### config.mk
export PLATFORM = sky130hd
export DESIGN_NAME = sweep_limit_counter
export DESIGN_NICKNAME = d
export VERILOG_FILES = /design/src/rtl/sweep_limit_counter.sv
export SDC_FILE = /design/constraint.sdc
export NUM_CORES = 1
export LEC_CHECK = 0
export ABC_AREA = 1
export BUFFER_PORTS_ARGS = -buffer_cell sky130_fd_sc_hd__buf_4
export CAP_MARGIN = 20
export CORE_ASPECT_RATIO = 1.5
export CORE_MARGIN = 8
export CORE_UTILIZATION = 50
export DETAILED_ROUTE_END_ITERATION = 8
export GPL_ROUTABILITY_DRIVEN = 0
export PLACE_DENSITY = 0.72
export SLEW_MARGIN = 20
export SYNTH_ARGS = -nofsm -noshare
export SYNTH_HDL_FRONTEND = slang
export SYNTH_SLANG_ARGS = --single-unit
### constraint.sdc
create_clock -name CLK -period 1.7 [get_ports CLK]
set_clock_uncertainty 0.1 [all_clocks]
set_input_delay 0.17 -clock CLK [delete_from_list [all_inputs] [get_ports CLK]]
set_output_delay 0.17 -clock CLK [all_outputs]
set_load 0.02 [all_outputs]
### src/rtl/sweep_limit_counter.sv
// rtl/sweep_limit_counter.sv - prescaled sweep-limit counter (optional down-count via SWEEP_DIR_EN)
module sweep_limit_counter #(
    parameter int WIDTH    = 9,
    parameter int PRESCALE = 1,
    parameter int PS_WIDTH = 8
) (
    input  logic             CLK,
    input  logic             RST_N,
    input  logic             EN,
    input  logic             CLR,
    input  logic             MODE,
`ifdef SWEEP_DIR_EN
    input  logic             DIR,
`endif
    input  logic [WIDTH-1:0] LIMIT,
    output logic [WIDTH-1:0] COUNT,
    output logic             CNT_ACTIVE,
    output logic             DONE
);

    typedef enum logic [1:0] {
        ST_IDLE = 2'd0,
        ST_RUN  = 2'd1,
        ST_HOLD = 2'd2
    } state_t;

    localparam logic [PS_WIDTH-1:0] PS_LAST = PS_WIDTH'(PRESCALE - 1);
    localparam logic [WIDTH-1:0]    ONE     = WIDTH'(1);

    state_t              state_q, state_d;
    logic [WIDTH-1:0]    count_q, count_d;
    logic [WIDTH-1:0]    lim_q, lim_d;
    logic [PS_WIDTH-1:0] ps_q, ps_d;
    logic                mode_q, mode_d;
    logic                dir_q, dir_d;
    logic                done_q, done_d;
    logic                active_q, active_d;

    logic                dir_in;
    logic                tick;
    logic [WIDTH-1:0]    lim_acc;

`ifdef SWEEP_DIR_EN
    assign dir_in = DIR;
`else
    assign dir_in = 1'b0;
`endif

    // A limit of zero would never terminate, so it is treated as one.
    assign lim_acc = (LIMIT == '0) ? ONE : LIMIT;
    assign tick    = (ps_q == PS_LAST);

    // Next-state, count, prescaler and output computation.
    always_comb begin
        state_d  = state_q;
        count_d  = count_q;
        lim_d    = lim_q;
        ps_d     = ps_q;
        mode_d   = mode_q;
        dir_d    = dir_q;
        done_d   = 1'b0;
        active_d = 1'b0;

        if (CLR) begin
            // Clear beats enable and any terminal tick in the same cycle.
            state_d = ST_IDLE;
            count_d = '0;
            ps_d    = '0;
        end else begin
            case (state_q)
                ST_IDLE: begin
                    count_d = '0;
                    if (EN) begin
                        lim_d    = lim_acc;
                        mode_d   = MODE;
                        dir_d    = dir_in;
                        ps_d     = '0;
                        state_d  = ST_RUN;
                        active_d = 1'b1;
                        count_d  = dir_in ? lim_acc : '0;
                    end
                end

                ST_RUN: begin
                    if (!EN) begin
                        // Abort: no DONE even when a tick lands on the limit.
                        state_d = ST_IDLE;
                        count_d = '0;
                        ps_d    = '0;
                    end else begin
                        active_d = 1'b1;
                        ps_d     = tick ? '0 : ps_q + PS_WIDTH'(1);
                        if (tick) begin
                            if (!dir_q) begin
                                if (count_q == lim_q) begin
                                    // Only reachable in continuous mode: wrap.
                                    count_d = '0;
                                end else if (count_q == lim_q - ONE) begin
                                    count_d = lim_q;
                                    done_d  = 1'b1;
                                    if (!mode_q) begin
                                        state_d  = ST_HOLD;
                                        active_d = 1'b0;
                                    end
                                end else begin
                                    count_d = count_q + ONE;
                                end
                            end else begin
                                if (count_q == '0) begin
                                    // Continuous down-count reloads the limit.
                                    count_d = lim_q;
                                end else if (count_q == ONE) begin
                                    count_d = '0;
                                    done_d  = 1'b1;
                                    if (!mode_q) begin
                                        state_d  = ST_HOLD;
                                        active_d = 1'b0;
                                    end
                                end else begin
                                    count_d = count_q - ONE;
                                end
                            end
                        end
                    end
                end

                ST_HOLD: begin
                    // Holding enable high never restarts; it must drop first.
                    if (!EN) begin
                        state_d = ST_IDLE;
                        count_d = '0;
                    end
                end

                default: begin
                    state_d = ST_IDLE;
                    count_d = '0;
                    ps_d    = '0;
                end
            endcase
        end
    end

    // State and registered outputs, asynchronously reset.
    always_ff @(posedge CLK or negedge RST_N) begin
        if (!RST_N) begin
            state_q  <= ST_IDLE;
            count_q  <= '0;
            lim_q    <= '0;
            ps_q     <= '0;
            mode_q   <= 1'b0;
            dir_q    <= 1'b0;
            done_q   <= 1'b0;
            active_q <= 1'b0;
        end else begin
            state_q  <= state_d;
            count_q  <= count_d;
            lim_q    <= lim_d;
            ps_q     <= ps_d;
            mode_q   <= mode_d;
            dir_q    <= dir_d;
            done_q   <= done_d;
            active_q <= active_d;
        end
    end

    assign COUNT      = count_q;
    assign CNT_ACTIVE = active_q;
    assign DONE       = done_q;

endmodule

---- Word-level counts from Yosys, hierarchy flattened ----
Index checks and enable logic that the tools add are counted.
storage, ports and cells
  bits of input ports ..................... 14
  register bits after elaboration ......... 31
operators by class
  $add $sub $neg .......................... 3
  reductions and logical operators ........ 7
  muxes and demuxes ....................... 36
  eq/ne operators ......................... 11
  bitwise gates (word level) .............. 1
operator list
  kind                                               count
  two-way mux 9 bit                                  7
  two-way mux 8 bit                                  4
  case mux 8 bit (3 select lines)                    1
  == test 9 bit                                      2
  case mux 9 bit (2 select lines)                    1
  two-way mux 2 bit                                  8
  two-way mux 1 bit                                  13
  != test 4 bit (second input constant)              3
  adder 9 x 1 -> 9 bit (second input constant)       1
  logical NOT 9 bit                                  1
  subtractor 9 x 1 -> 9 bit (second input constant)  1
  adder 8 x 1 -> 8 bit (second input constant)       1
  logical NOT 8 bit                                  1
  != test 7 bit (second input constant)              1
  != test 3 bit (second input constant)              2
  case mux 2 bit (3 select lines)                    1
  AND reduction 6 bit                                1
  AND reduction 2 bit                                2
  AND reduction 3 bit                                1
  == test 2 x 1 -> 1 bit (second input constant)     1
  == test 2 bit (second input constant)              1
  logical NOT 2 bit                                  1
  != test 2 bit (second input constant)              1
  case mux 1 bit (2 select lines)                    1
  NOT 1 bit                                          1

---- Longest topological paths before layout ----
Gate-level depths: netlist (run 1).
  word-level depth ........................ 8
  gate-level depth with buffers ........... 14
  depth with buffers taken out ............ 14

---- Least setup slack after synthesis (run 1) ----
Ideal clock, no wire load.
  path type ............................... register to register
  from .................................... reg lim_q[0]
  to ...................................... reg count_q[5], in the netlist COUNT[5]
  setup slack ............................. -0.138 ns
  path buffers ............................ 0
  stages on the path, launching flop included .. 13
  clock period less this slack ............ 1.838 ns
  data arrival time ....................... 1.613 ns
  required time ........................... 1.476 ns
  cells stage by stage .................... dfrtp_1 -> inv_2 -> ha_1 -> nand2_1 -> inv_1 -> nor2_1 -> nand2_1 -> nor2_2 -> nand2_1 -> nor2_4 -> nand3_4 -> nand3b_1 -> nand3_1
between the ends
  word-level cells in the longest chain between the ends .. 8
  elaborated cells between the ends (all ways) .. 9
  those cells by class .................... 1 x add/sub; 2 x eq/ne; 6 x mux
ends and longest elaborated chain
  element                            line  source
  start, declared                    32    logic [WIDTH-1:0] lim_q, lim_d;
  start signal, assigned             158   lim_q <= lim_d;
  subtractor 9 x 1 -> 9 bit          98    end else if (count_q == lim_q - ONE) begin
  == test 9 bit                      98
  two-way mux 9 bit                  98
  two-way mux 9 bit *                95    if (count_q == lim_q) begin
  two-way mux 9 bit *                93    if (tick) begin
  two-way mux 9 bit *                85    if (!EN) begin
  case mux 9 bit (2 select lines) *  70    case (state_q)
  two-way mux 9 bit *                64    if (CLR) begin
  end signal, assigned               157   count_q <= count_d;
  end, declared                      31    logic [WIDTH-1:0] count_q, count_d;
Mark *: on every way between the ends. The rest lies on a longest branch, timed or not. The select of a mux whose other input is x is not followed.
A chain may end at the register's enable or synchronous reset.

---- Worst setup path in the final report (run 1) ----
  from .................................... reg lim_q[1]
  to ...................................... reg count_q[4], in the netlist COUNT[4]
Same word-level chain as after synthesis.

==> results of run 1 <==
[Yosys cell counts]
cell                       instances  area [sq um]
sky130_fd_sc_hd__nor2_1           30           113
sky130_fd_sc_hd__inv_2             4          15.0
sky130_fd_sc_hd__a211oi_1          1          7.51
sky130_fd_sc_hd__inv_1            48           180
sky130_fd_sc_hd__nand2_4           2          22.5
sky130_fd_sc_hd__dfrtp_1          31           776
sky130_fd_sc_hd__xor2_1            8          70.1
sky130_fd_sc_hd__nor2_4            6          67.6
sky130_fd_sc_hd__a21oi_1           4          20.0
sky130_fd_sc_hd__o21a_1            1          7.51
sky130_fd_sc_hd__nand3b_1          1          7.51
sky130_fd_sc_hd__clkbuf_1          1          3.75
sky130_fd_sc_hd__nor3_1            4          20.0
sky130_fd_sc_hd__o21ai_1           1          5.00
sky130_fd_sc_hd__inv_4             1          6.26
sky130_fd_sc_hd__nor2_2            4          25.0
sky130_fd_sc_hd__o22ai_1           4          25.0
sky130_fd_sc_hd__ha_1              4          50.1
sky130_fd_sc_hd__nor4_1            1          6.26
sky130_fd_sc_hd__a31oi_1           2          12.5
sky130_fd_sc_hd__o32ai_1           1          8.76
sky130_fd_sc_hd__nand3_2           2          20.0
sky130_fd_sc_hd__nand3_4           1          17.5
sky130_fd_sc_hd__xnor2_1           1          8.76
sky130_fd_sc_hd__buf_2             1          5.00
sky130_fd_sc_hd__nand3_1          35           175
sky130_fd_sc_hd__o21ai_0          11          55.1
sky130_fd_sc_hd__nand2_1         125           469
sky130_fd_sc_hd__mux2_2            1          11.3
sky130_fd_sc_hd__nand2_2           3          18.8
sky130_fd_sc_hd__nand4_1           5          31.3
[metal layers]
| layer | up-vias | share of wire (%) |
|---|---|---|
| li1 | 1223 | - |
| met1 | 1119 | 37 |
| met2 | 50 | 56 |
| met3 | 18 | 3.4 |
| met4 | 0 | 3.7 |
| met5 | - | 0 |
[state kept, by name (all words and copies together), names as in the netlist]
| register | cells |
|---|---|
| mode_q | 1 |
| COUNT | 9 |
| DONE | 1 |
| state_q | 2 |
| lim_q | 9 |
| CNT_ACTIVE | 1 |
| ps_q | 8 |
[cell usage in the layout, fill, tap and decap left out, types with 2 or more instances in the layout]
master	n
sky130_fd_sc_hd__nor2_2	5
sky130_fd_sc_hd__o21ai_1	2
sky130_fd_sc_hd__ha_1	3
sky130_fd_sc_hd__xor2_1	8
sky130_fd_sc_hd__a21oi_1	4
sky130_fd_sc_hd__nor3_2	2
sky130_fd_sc_hd__nand2_4	3
sky130_fd_sc_hd__o21ai_0	10
sky130_fd_sc_hd__nand4_1	5
sky130_fd_sc_hd__nor3_1	2
sky130_fd_sc_hd__nor2_1	26
sky130_fd_sc_hd__nand3_2	7
sky130_fd_sc_hd__o22ai_1	4
sky130_fd_sc_hd__dfrtp_2	4
sky130_fd_sc_hd__dfrtp_1	27
sky130_fd_sc_hd__buf_4	63
sky130_fd_sc_hd__nor2_4	9
sky130_fd_sc_hd__nand2_1	119
sky130_fd_sc_hd__nand3_1	30
sky130_fd_sc_hd__inv_1	42
sky130_fd_sc_hd__inv_2	10
sky130_fd_sc_hd__buf_6	2
sky130_fd_sc_hd__clkbuf_8	6
sky130_fd_sc_hd__nand2_2	8
sky130_fd_sc_hd__a31oi_1	2
[area by class of cell]
type / instances / area [sq um] / area share, %
inverters: 53 / 201 / 6.64
flip-flops and latches: 31 / 781 / 25.7
clock inverters: 2 / 35.0 / 1.16
repair buffers: 66 / 505 / 16.7
well taps: 48 / 60.1 / 1.98
clock buffers: 6 / 82.6 / 2.72
multi-input cells: 258 / 1370 / 45.1
[metrics by stage]
stage	utilization, %	total power [mW]
global route	68.5	2.47
global placement	62.9	1.51
floorplan	-	1.29
finish	68.5	2.33
detailed placement	62.9	1.52
CTS	66.9	2.31
[what timing repair did]
item / in CTS / in global routing
buffers inserted: 1 / 4
resized for setup: 14 / 18
pin swaps: 15 / 14
endpoints found under the hold margin: 31 / 0
hold buffers: 1 / 0
endpoints found under the setup margin: 12 / 18
[cells by family (layout without fill, tap and decap cells)]
family / Yosys count / count (layout) / synth area share (%)
DFF: 31 / 31 / 34.3
and+or+nand+nor: 219 / 219 / 43.9
xor gates and xnor gates: 9 / 9 / 3.49
adders and majority gates: 4 / 4 / 2.21
muxes: 1 / 1 / 0.498
AOI/OAI and AO/OA: 25 / 25 / 6.25
buffers and inverters: 55 / 127 / 9.30
[power by group]
part / total (mW) / internal [mW] / leakage (nW) / switching (mW)
combinational: 0.740 / 0.297 / 1.17 / 0.443
clock: 0.746 / 0.474 / 0.0612 / 0.272
sequential: 0.846 / 0.783 / 0.407 / 0.0631
[how the worst max path moves through the flow]
stage	slack, ns	startpoint	to
after floorplan	-0.07	lim_q[0]$_DFFE_PN0P_	COUNT[5]$_DFFE_PN0P_
after global placement	-0.06	lim_q[1]$_DFFE_PN0P_	COUNT[5]$_DFFE_PN0P_
after detailed placement	-0.10	lim_q[1]$_DFFE_PN0P_	COUNT[6]$_DFFE_PN0P_
after CTS	-0.11	lim_q[0]$_DFFE_PN0P_	COUNT[5]$_DFFE_PN0P_
after global routing	-0.27	lim_q[1]$_DFFE_PN0P_	COUNT[4]$_DFFE_PN0P_
final	-0.12	lim_q[1]$_DFFE_PN0P_	COUNT[4]$_DFFE_PN0P_
==> impl_results.md, run 1 <==
- Number of port buffers: 24
- Number of nets in the layout: 433
- Core box area: 4430 sq um
- Startpoint-to-endpoint class of the critical path: reg2reg
- Iter 0 DRT Violations: 130
- Post-route minimum period: 1.82 ns
- Number of inserted diodes: 0
- Io pins: 25
- Crit path capture type: register
- MaxCap Viol Count: 0
- Layer carrying the most global-route usage: met2
- Clock tree root buffer cell: sky130_fd_sc_hd__clkbuf_8
- Average detailed-routed wire length per instance: 13.0 um
- First-pass GRT wire length: 10300 um
- Outcome: finished, violations left
- Clock network latency to the later pin of the worst-skew pair: 0.28 ns
- Mapped Avg Cell Area: 6.57 sq um
- Final antenna-violating net count: 0
- Routed WL: 6020 um
- Worst slew margin: 73.9%
- Critical path fanouts, max: 3
- Global route overflow: 0
- Failing checks: setup timing
- Number of cells on the worst reg-to-reg path: 13
- Syn_nets: 362
- Vias per cell: 5.19
- Number of stages on the worst hold path: 2
- Number of iterations in the first detailed-routing pass: 4
- Post-Place Worst Slack: -0.105 ns
- Ordered cell list for the critical path: inv_2 -> ha_4 -> nand2_4 -> inv_2 -> nor2_2 -> nand2_1 -> nor2_2 -> nand2_2 -> nor2_4 -> buf_4 -> nand4_1 -> nand3_1 -> nand2_1
- Met1 Use GR: 17.3%
- Setup repair after global routing missed its margin: true
- Final Max Tran Viols: 0
- Min-Delay Endpoint: mode_q$_DFFE_PN0P_
- Pin count of the biggest net entering global routing: 32
- FF+latch count, synth: 31
- Maximum level of the CTS H-tree: 2
- Hold WS: 0.0261 ns
- Number of buffers added by the clock tree synthesis step: 5
- Data required, critical path: 1.77 ns
- Ratio of total power to cell area: 769 nW/um^2
- Number of filler cells placed in the layout: 417
- Post-detailed-placement half-perimeter wirelength: 4720 um
- Final count of hold timing violations: 0
- Overall via count from detail_route: 2410
- Total standard cell area after synthesis: 2260 sq um
- Number of placed cells counting well taps: 451
- Count of cell types in the netlist: 31
- Global routing met3 resource utilization: 2.97%
- Highest clock frequency the design can meet: 551 MHz
- Seq/Total Area, Yosys: 34.3%
- Chip Height: 98.4 um
- Final cell count without fillers: 464
- Number of core rows: 30
- Number of global-route vias before repair: 2453
- Critical path's top delay family: simple AND/OR/NAND/NOR gates
- Final period utilization: 107%
- Warnings from Yosys: 0
- Reg-to-reg startpoint: lim_q[1]$_DFFE_PN0P_
- Gate count after technology mapping: 344
- Initial antenna violation count: 0
- Static leakage power: 1.64 nW
- TritonCTS clock tree: yes
- Worst IR drop on VDD: 541 uV
- Met2 track demand over resource: 34.9%
- Final worst-path setup slack: -0.115 ns
- Number of clock sinks: 31
- Maximum buffer depth of the clock tree: 2
- Effective utilization at floorplan: 51.0%
- DR DRC count: 0
- Maximum single-stage delay on the critical path: 0.38 ns
- Startpoint of the lowest-slack hold path: MODE
- Share of final-layout standard cells stronger than drive strength 1: 30.0%
- Die area: 6970 sq um
- Width of the chip: 70.9 um
- Global router's overall resource usage: 18.2%
- Slowest stage cell, crit path: sky130_fd_sc_hd__dfrtp_1
- Growth of design area from synthesis to finish: 34.1%
- Clock transition at path regs: 0.07 ns
- Final non-filler cell area: 3030 sq um
- Setup-violating endpoint count in the final report: 9
- Total negative setup slack: -0.489 ns
- Cell Area, Placed: 2790 sq um
- Internal reg-to-reg setup slack: -0.12 ns
- Worst path depth: 13
- Kind of start point of the critical path: register
- Type of the tightest min-delay check: in2reg
- Data arrival time of the critical path: 1.89 ns
- Slew @ Worst Pin: 0.392 ns
- Buf/Inv on CP: 3
- Worst reg2reg endpoint: COUNT[4]$_DFFE_PN0P_
No activity file was read; power rests on OpenSTA's default activity.
==> run 2: changes to the inputs <==
--- a/config.mk
+++ b/config.mk
@@ -11,8 +11,10 @@
 export CORE_ASPECT_RATIO = 1.5
 export CORE_MARGIN = 8
 export CORE_UTILIZATION = 50
+export CTS_CLUSTER_SIZE = 12
 export DETAILED_ROUTE_END_ITERATION = 8
 export GPL_ROUTABILITY_DRIVEN = 0
+export HOLD_SLACK_MARGIN = 0.06
 export PLACE_DENSITY = 0.72
 export SLEW_MARGIN = 20
 export SYNTH_ARGS = -nofsm -noshare
==> impl_results.md, run 2 (synthesis results as in run 1) <==
- Outcome: finished, violations left
- Failing checks: setup timing
- Setup-violating endpoint count in the final report: 9
- Highest clock frequency the design can meet: 552 MHz
- Number of core rows: 30
- DR DRC count: 0
- Average detailed-routed wire length per instance: 13.1 um
- Post-route minimum period: 1.81 ns
- Clock transition at path regs: 0.07 ns
- Overall via count from detail_route: 2412
- Global route overflow: 0
- Final count of hold timing violations: 0
- Register Area: 781 sq um
- Initial antenna violation count: 0
- TritonCTS clock tree: yes
- Number of inserted diodes: 0
- First-pass GRT wire length: 10500 um
- Post-detailed-placement half-perimeter wirelength: 4720 um
- Commonest cells after routing, fill and taps aside: sky130_fd_sc_hd__nand2_1, sky130_fd_sc_hd__buf_4, sky130_fd_sc_hd__inv_1
- Core box area: 4430 sq um
- Die area: 6970 sq um
- Effective utilization at floorplan: 51.0%
- Clock tree root buffer cell: sky130_fd_sc_hd__clkbuf_8
- Kind of start point of the critical path: register
- Startpoint-to-endpoint class of the critical path: reg2reg
- Static leakage power: 1.65 nW
- Io pins: 25
- Maximum level of the CTS H-tree: 2
- Type of the tightest min-delay check: in2reg
- Post-Place Worst Slack: -0.105 ns
- Total power: 2.34 mW
- Width of the chip: 70.9 um
- Number of filler cells placed in the layout: 413
- Number of clock sinks: 31
- Maximum buffer depth of the clock tree: 2
- Pin count of the biggest net entering global routing: 32
- Iter 0 DRT Violations: 153
- Global router's overall resource usage: 18.5%
- Final Max Tran Viols: 0
- MaxCap Viol Count: 0
- Setup repair after global routing missed its margin: true
- Most common cell after layout, fill and taps aside: sky130_fd_sc_hd__nand2_1
- Number of port buffers: 24
- Vias per cell: 5.15
- Final antenna-violating net count: 0
- Number of nets in the layout: 437
- Clock network latency to the later pin of the worst-skew pair: 0.28 ns
- Slew @ Worst Pin: 0.396 ns
- Number of iterations in the first detailed-routing pass: 4
- Final period utilization: 107%
- Crit path capture type: register
- Routed WL: 6110 um
- Ratio of total power to cell area: 762 nW/um^2
- Share of final-layout standard cells stronger than drive strength 1: 29.8%
- Chip Height: 98.4 um
- Number of global-route vias before repair: 2466
- Multi-input combinational cell area: 1370 sq um
- Worst slew margin: 73.6%
- Final worst-path setup slack: -0.113 ns
- Internal reg-to-reg setup slack: -0.11 ns
- Worst IR drop on VDD: 549 uV
- Data required, critical path: 1.77 ns
- Critical path fanouts, max: 3
- Number of buffers added by the clock tree synthesis step: 5
- Data arrival time of the critical path: 1.89 ns
- Growth of design area from synthesis to finish: 35.9%
## run 2: cell count changes in the layout (fill, tap and decap cells not counted), sizes merged
cell and change:
dlygate4sd3 +4
## run 2: metrics by stage
stage | area [sq um] | setup TNS (ns) | cells | util [%] | hold slack (ns)
finish | 3070 | -0.488 | 468 | 69.4 | 0.0661
detailed placement | 2790 | -0.612 | 451 | 62.9 | 0.0280
floorplan | 2280 | -0.235 | 344 | - | -0.226
global placement | 2790 | -0.320 | 451 | 62.9 | 0.0227
CTS | 3000 | -0.453 | 465 | 67.8 | 0.0622
global route | 3070 | -2.17 | 468 | 69.4 | 0.0735
## run 2: report_power, final
group	leakage, nW	switching (mW)	total, mW	internal [mW]
sequential	0.407	0.0630	0.846	0.783
combinational	1.19	0.445	0.748	0.303
clock	0.0612	0.275	0.748	0.474
total	1.65	0.783	2.34	1.56
## run 2: metal layers
layer	global-route usage (%)	routed length [um]
met1	17.8	2250
met2	34.7	3430
met3	3.08	179
met4	11.9	254
met5	0	0
## run 2: cell type report
class	count	area share [%]
clock buffer	6	2.69
clock inverter	2	1.14
inverter	53	6.56
multi-input combinational	258	44.5
sequential	31	25.4
tap	48	1.95
timing repair buffer	70	17.8
## run 2: worst max-delay path: stages, from the launching register on
cell	delay (ns)
sky130_fd_sc_hd__dfrtp_1	0.38
sky130_fd_sc_hd__inv_2	0.08
sky130_fd_sc_hd__ha_4	0.21
sky130_fd_sc_hd__nand2_4	0.06
sky130_fd_sc_hd__inv_2	0.03
sky130_fd_sc_hd__nor2_2	0.08
sky130_fd_sc_hd__nand2_1	0.06
sky130_fd_sc_hd__nor2_2	0.08
sky130_fd_sc_hd__nand2_2	0.08
sky130_fd_sc_hd__nor2_4	0.16
sky130_fd_sc_hd__buf_4	0.13
sky130_fd_sc_hd__nand4_1	0.10
sky130_fd_sc_hd__nand3_1	0.09
sky130_fd_sc_hd__nand2_1	0.05
## run 2: timing repair
action,4_1_cts,5_1_grt
hold buffers,5,0
buffers inserted,1,4
cloned,0,0
hold endpoints to repair,35,0
resized for setup,14,18
setup endpoints to repair,12,18
pin swaps,15,14
## run 2: worst paths after layout
kind | from | endpoint | cells past startpoint
max | lim_q[1]$_DFFE_PN0P_ | COUNT[4]$_DFFE_PN0P_ | 13
min | LIMIT[2] | lim_q[2]$_DFFE_PN0P_ | 3
max reg2reg | lim_q[1]$_DFFE_PN0P_ | COUNT[4]$_DFFE_PN0P_ | 13
min reg2reg | ps_q[6]$_DFFE_PN0P_ | ps_q[6]$_DFFE_PN0P_ | 1
max in group asynchronous | RST_N | COUNT[1]$_DFFE_PN0P_ | 2
min in group asynchronous | RST_N | mode_q$_DFFE_PN0P_ | 2
==> run 3: changes to the inputs <==
--- a/config.mk
+++ b/config.mk
@@ -8,7 +8,6 @@
 export ABC_AREA = 1
 export BUFFER_PORTS_ARGS = -buffer_cell sky130_fd_sc_hd__buf_4
 export CAP_MARGIN = 20
-export CORE_ASPECT_RATIO = 1.5
 export CORE_MARGIN = 8
 export CORE_UTILIZATION = 50
 export CTS_CLUSTER_SIZE = 12
@@ -20,3 +19,4 @@
 export SYNTH_ARGS = -nofsm -noshare
 export SYNTH_HDL_FRONTEND = slang
 export SYNTH_SLANG_ARGS = --single-unit
+export TNS_END_PERCENT = 5
==> impl_results.md, run 3 (synthesis results as in run 1) <==
- Highest clock frequency the design can meet: 567 MHz
- Total negative setup slack: -0.366 ns
- Maximum buffer depth of the clock tree: 2
- Number of global-route vias before repair: 2266
- Min-Delay Endpoint: lim_q[3]$_DFFE_PN0P_
- Initial antenna violation count: 0
- Slew @ Worst Pin: 0.395 ns
- DR DRC count: 0
- Number of cells on the worst reg-to-reg path: 13
- Critical path fanouts, max: 6
- Final worst-path setup slack: -0.0624 ns
- Number of core rows: 24
- Worst reg2reg endpoint: COUNT[6]$_DFFE_PN0P_
- Final Max Tran Viols: 0
- Routed WL: 5810 um
- Setup repair after global routing missed its margin: true
- Final antenna-violating net count: 0
- Global router's overall resource usage: 17.2%
- Crit path capture type: register
- Static leakage power: 1.59 nW
- Maximum level of the CTS H-tree: 2
- Number of stages on the worst hold path: 3
- Startpoint of the lowest-slack hold path: LIMIT[3]
- Type of the tightest min-delay check: in2reg
- Average detailed-routed wire length per instance: 12.5 um
- Width of the chip: 83.2 um
- Post-Place Worst Slack: -0.0850 ns
- Number of iterations in the first detailed-routing pass: 4
- Chip Height: 83.2 um
- Startpoint-to-endpoint class of the critical path: reg2reg
- Final non-filler cell area: 2920 sq um
- Count of buffers added by post-CTS timing repair for setup: 0
- Core box area: 4350 sq um
- Most common cell after layout, fill and taps aside: sky130_fd_sc_hd__nand2_1
- Number of inserted diodes: 0
- MaxCap Viol Count: 0
- Vias per cell: 5.09
- Worst IR drop on VDD: 517 uV
- Number of nets in the layout: 430
- Final period utilization: 104%
- Clock transition at path regs: 0.07 ns
- Ratio of total power to cell area: 709 nW/um^2
- Effective utilization at floorplan: 51.9%
- Internal reg-to-reg setup slack: -0.06 ns
- Share of final-layout standard cells stronger than drive strength 1: 24.9%
- Number of port buffers: 24
- TritonCTS clock tree: yes
- Clock tree root buffer cell: sky130_fd_sc_hd__clkbuf_8
- Reg-to-reg startpoint: lim_q[1]$_DFFE_PN0P_
- Post-route minimum period: 1.76 ns
- Number of clock sinks: 31
- Data required, critical path: 1.83 ns
- Die area: 6930 sq um
- Failing checks: setup timing
- Hold WS: 0.0635 ns
- Iter 0 DRT Violations: 175
- Fin util: 67.1%
- Pin count of the biggest net entering global routing: 32
- Outcome: finished, violations left
- Global route overflow: 0
- Kind of start point of the critical path: register
- Growth of design area from synthesis to finish: 29.3%
- Overall via count from detail_route: 2365
- Setup-violating endpoint count in the final report: 11
- Clock network latency to the later pin of the worst-skew pair: 0.29 ns
- Commonest cells after routing, fill and taps aside: sky130_fd_sc_hd__nand2_1, sky130_fd_sc_hd__buf_4, sky130_fd_sc_hd__inv_1
- First-pass GRT wire length: 10000 um
- Data arrival time of the critical path: 1.89 ns
- Number of filler cells placed in the layout: 387
- Cell Area, Placed: 2780 sq um
- Worst slew margin: 73.7%
- Number of buffers added by the clock tree synthesis step: 5
- Io pins: 25
- Post-detailed-placement half-perimeter wirelength: 4650 um
- Final count of hold timing violations: 0
run 3: cell types whose count changed in the layout (fill, tap and decap cells not counted), moves of 3 or more:
cell,delta
sky130_fd_sc_hd__buf_4,-3
sky130_fd_sc_hd__inv_1,+4
sky130_fd_sc_hd__nand2_1,+3
sky130_fd_sc_hd__nand3_1,+5
sky130_fd_sc_hd__nand3_2,-5
sky130_fd_sc_hd__inv_2,-4
run 3: area by class of cell:
class	count	area [sq um]	share of cell area (%)
multi-input cells	258	1320	45.0
flip-flops and latches	31	779	26.7
repair buffers	63	480	16.4
inverters	53	201	6.89
clock buffers	7	76.3	2.61
well taps	52	65.1	2.23
clock inverters	1	5.00	0.171
run 3: worst max path at each step:
stage	from	end	slack, ns	cells past startpoint
final	lim_q[1]$_DFFE_PN0P_	COUNT[6]$_DFFE_PN0P_	-0.06	13
after global routing	lim_q[0]$_DFFE_PN0P_	state_q[1]$_DFFE_PN0P_	-0.22	13
after CTS	lim_q[1]$_DFFE_PN0P_	COUNT[6]$_DFFE_PN0P_	-0.08	13
after detailed placement	lim_q[1]$_DFFE_PN0P_	COUNT[6]$_DFFE_PN0P_	-0.08	13
after global placement	COUNT[1]$_DFFE_PN0P_	COUNT[8]$_DFFE_PN0P_	-0.05	8
after floorplan	lim_q[0]$_DFFE_PN0P_	COUNT[5]$_DFFE_PN0P_	-0.07	13
run 3: power by group:
group / leakage (nW) / internal, mW / total [mW] / switching, mW
logic: 1.13 / 0.261 / 0.671 / 0.409
clock network: 0.0422 / 0.287 / 0.560 / 0.273
registers: 0.409 / 0.783 / 0.843 / 0.0593
run 3: timing repair:
| action | 4_1_cts | 5_1_grt |
|---|---|---|
| pin swaps | 2 | 2 |
| hold endpoints to repair | 33 | 0 |
| hold buffers | 3 | 0 |
| gates resized for setup | 3 | 9 |
| setup endpoints to repair | 11 | 19 |
run 3: through the flow:
| stage | cells | power [mW] |
|---|---|---|
| final | 465 | 2.07 |
| after global placement | 454 | 1.49 |
| after global routing | 465 | 2.21 |
| after floorplan | 344 | 1.29 |
| after detailed placement | 454 | 1.50 |
| after CTS | 465 | 2.07 |
run 3: metal layers:
metal / global-route usage, % / routed length [um] / vias to the layer above
met2: 29.9 / 2970 / 48
met5: 0 / 0 / -
met1: 19.7 / 2500 / 1087
li1: - / - / 1222
met3: 4.10 / 256 / 8
met4: 6.71 / 82 / 0
run 3: critical path, stage by stage (launching register included):
cell                      delay (ns)
sky130_fd_sc_hd__dfrtp_1        0.38
sky130_fd_sc_hd__inv_2          0.08
sky130_fd_sc_hd__ha_4           0.21
sky130_fd_sc_hd__nand2_2        0.07
sky130_fd_sc_hd__inv_2          0.03
sky130_fd_sc_hd__nor2_2         0.08
sky130_fd_sc_hd__nand2_1        0.07
sky130_fd_sc_hd__nor2_2         0.10
sky130_fd_sc_hd__nand2_2        0.07
sky130_fd_sc_hd__nor2_4         0.13
sky130_fd_sc_hd__nand3_4        0.13
sky130_fd_sc_hd__nor2_4         0.13
sky130_fd_sc_hd__nand2_1        0.07
sky130_fd_sc_hd__nand3_1        0.06
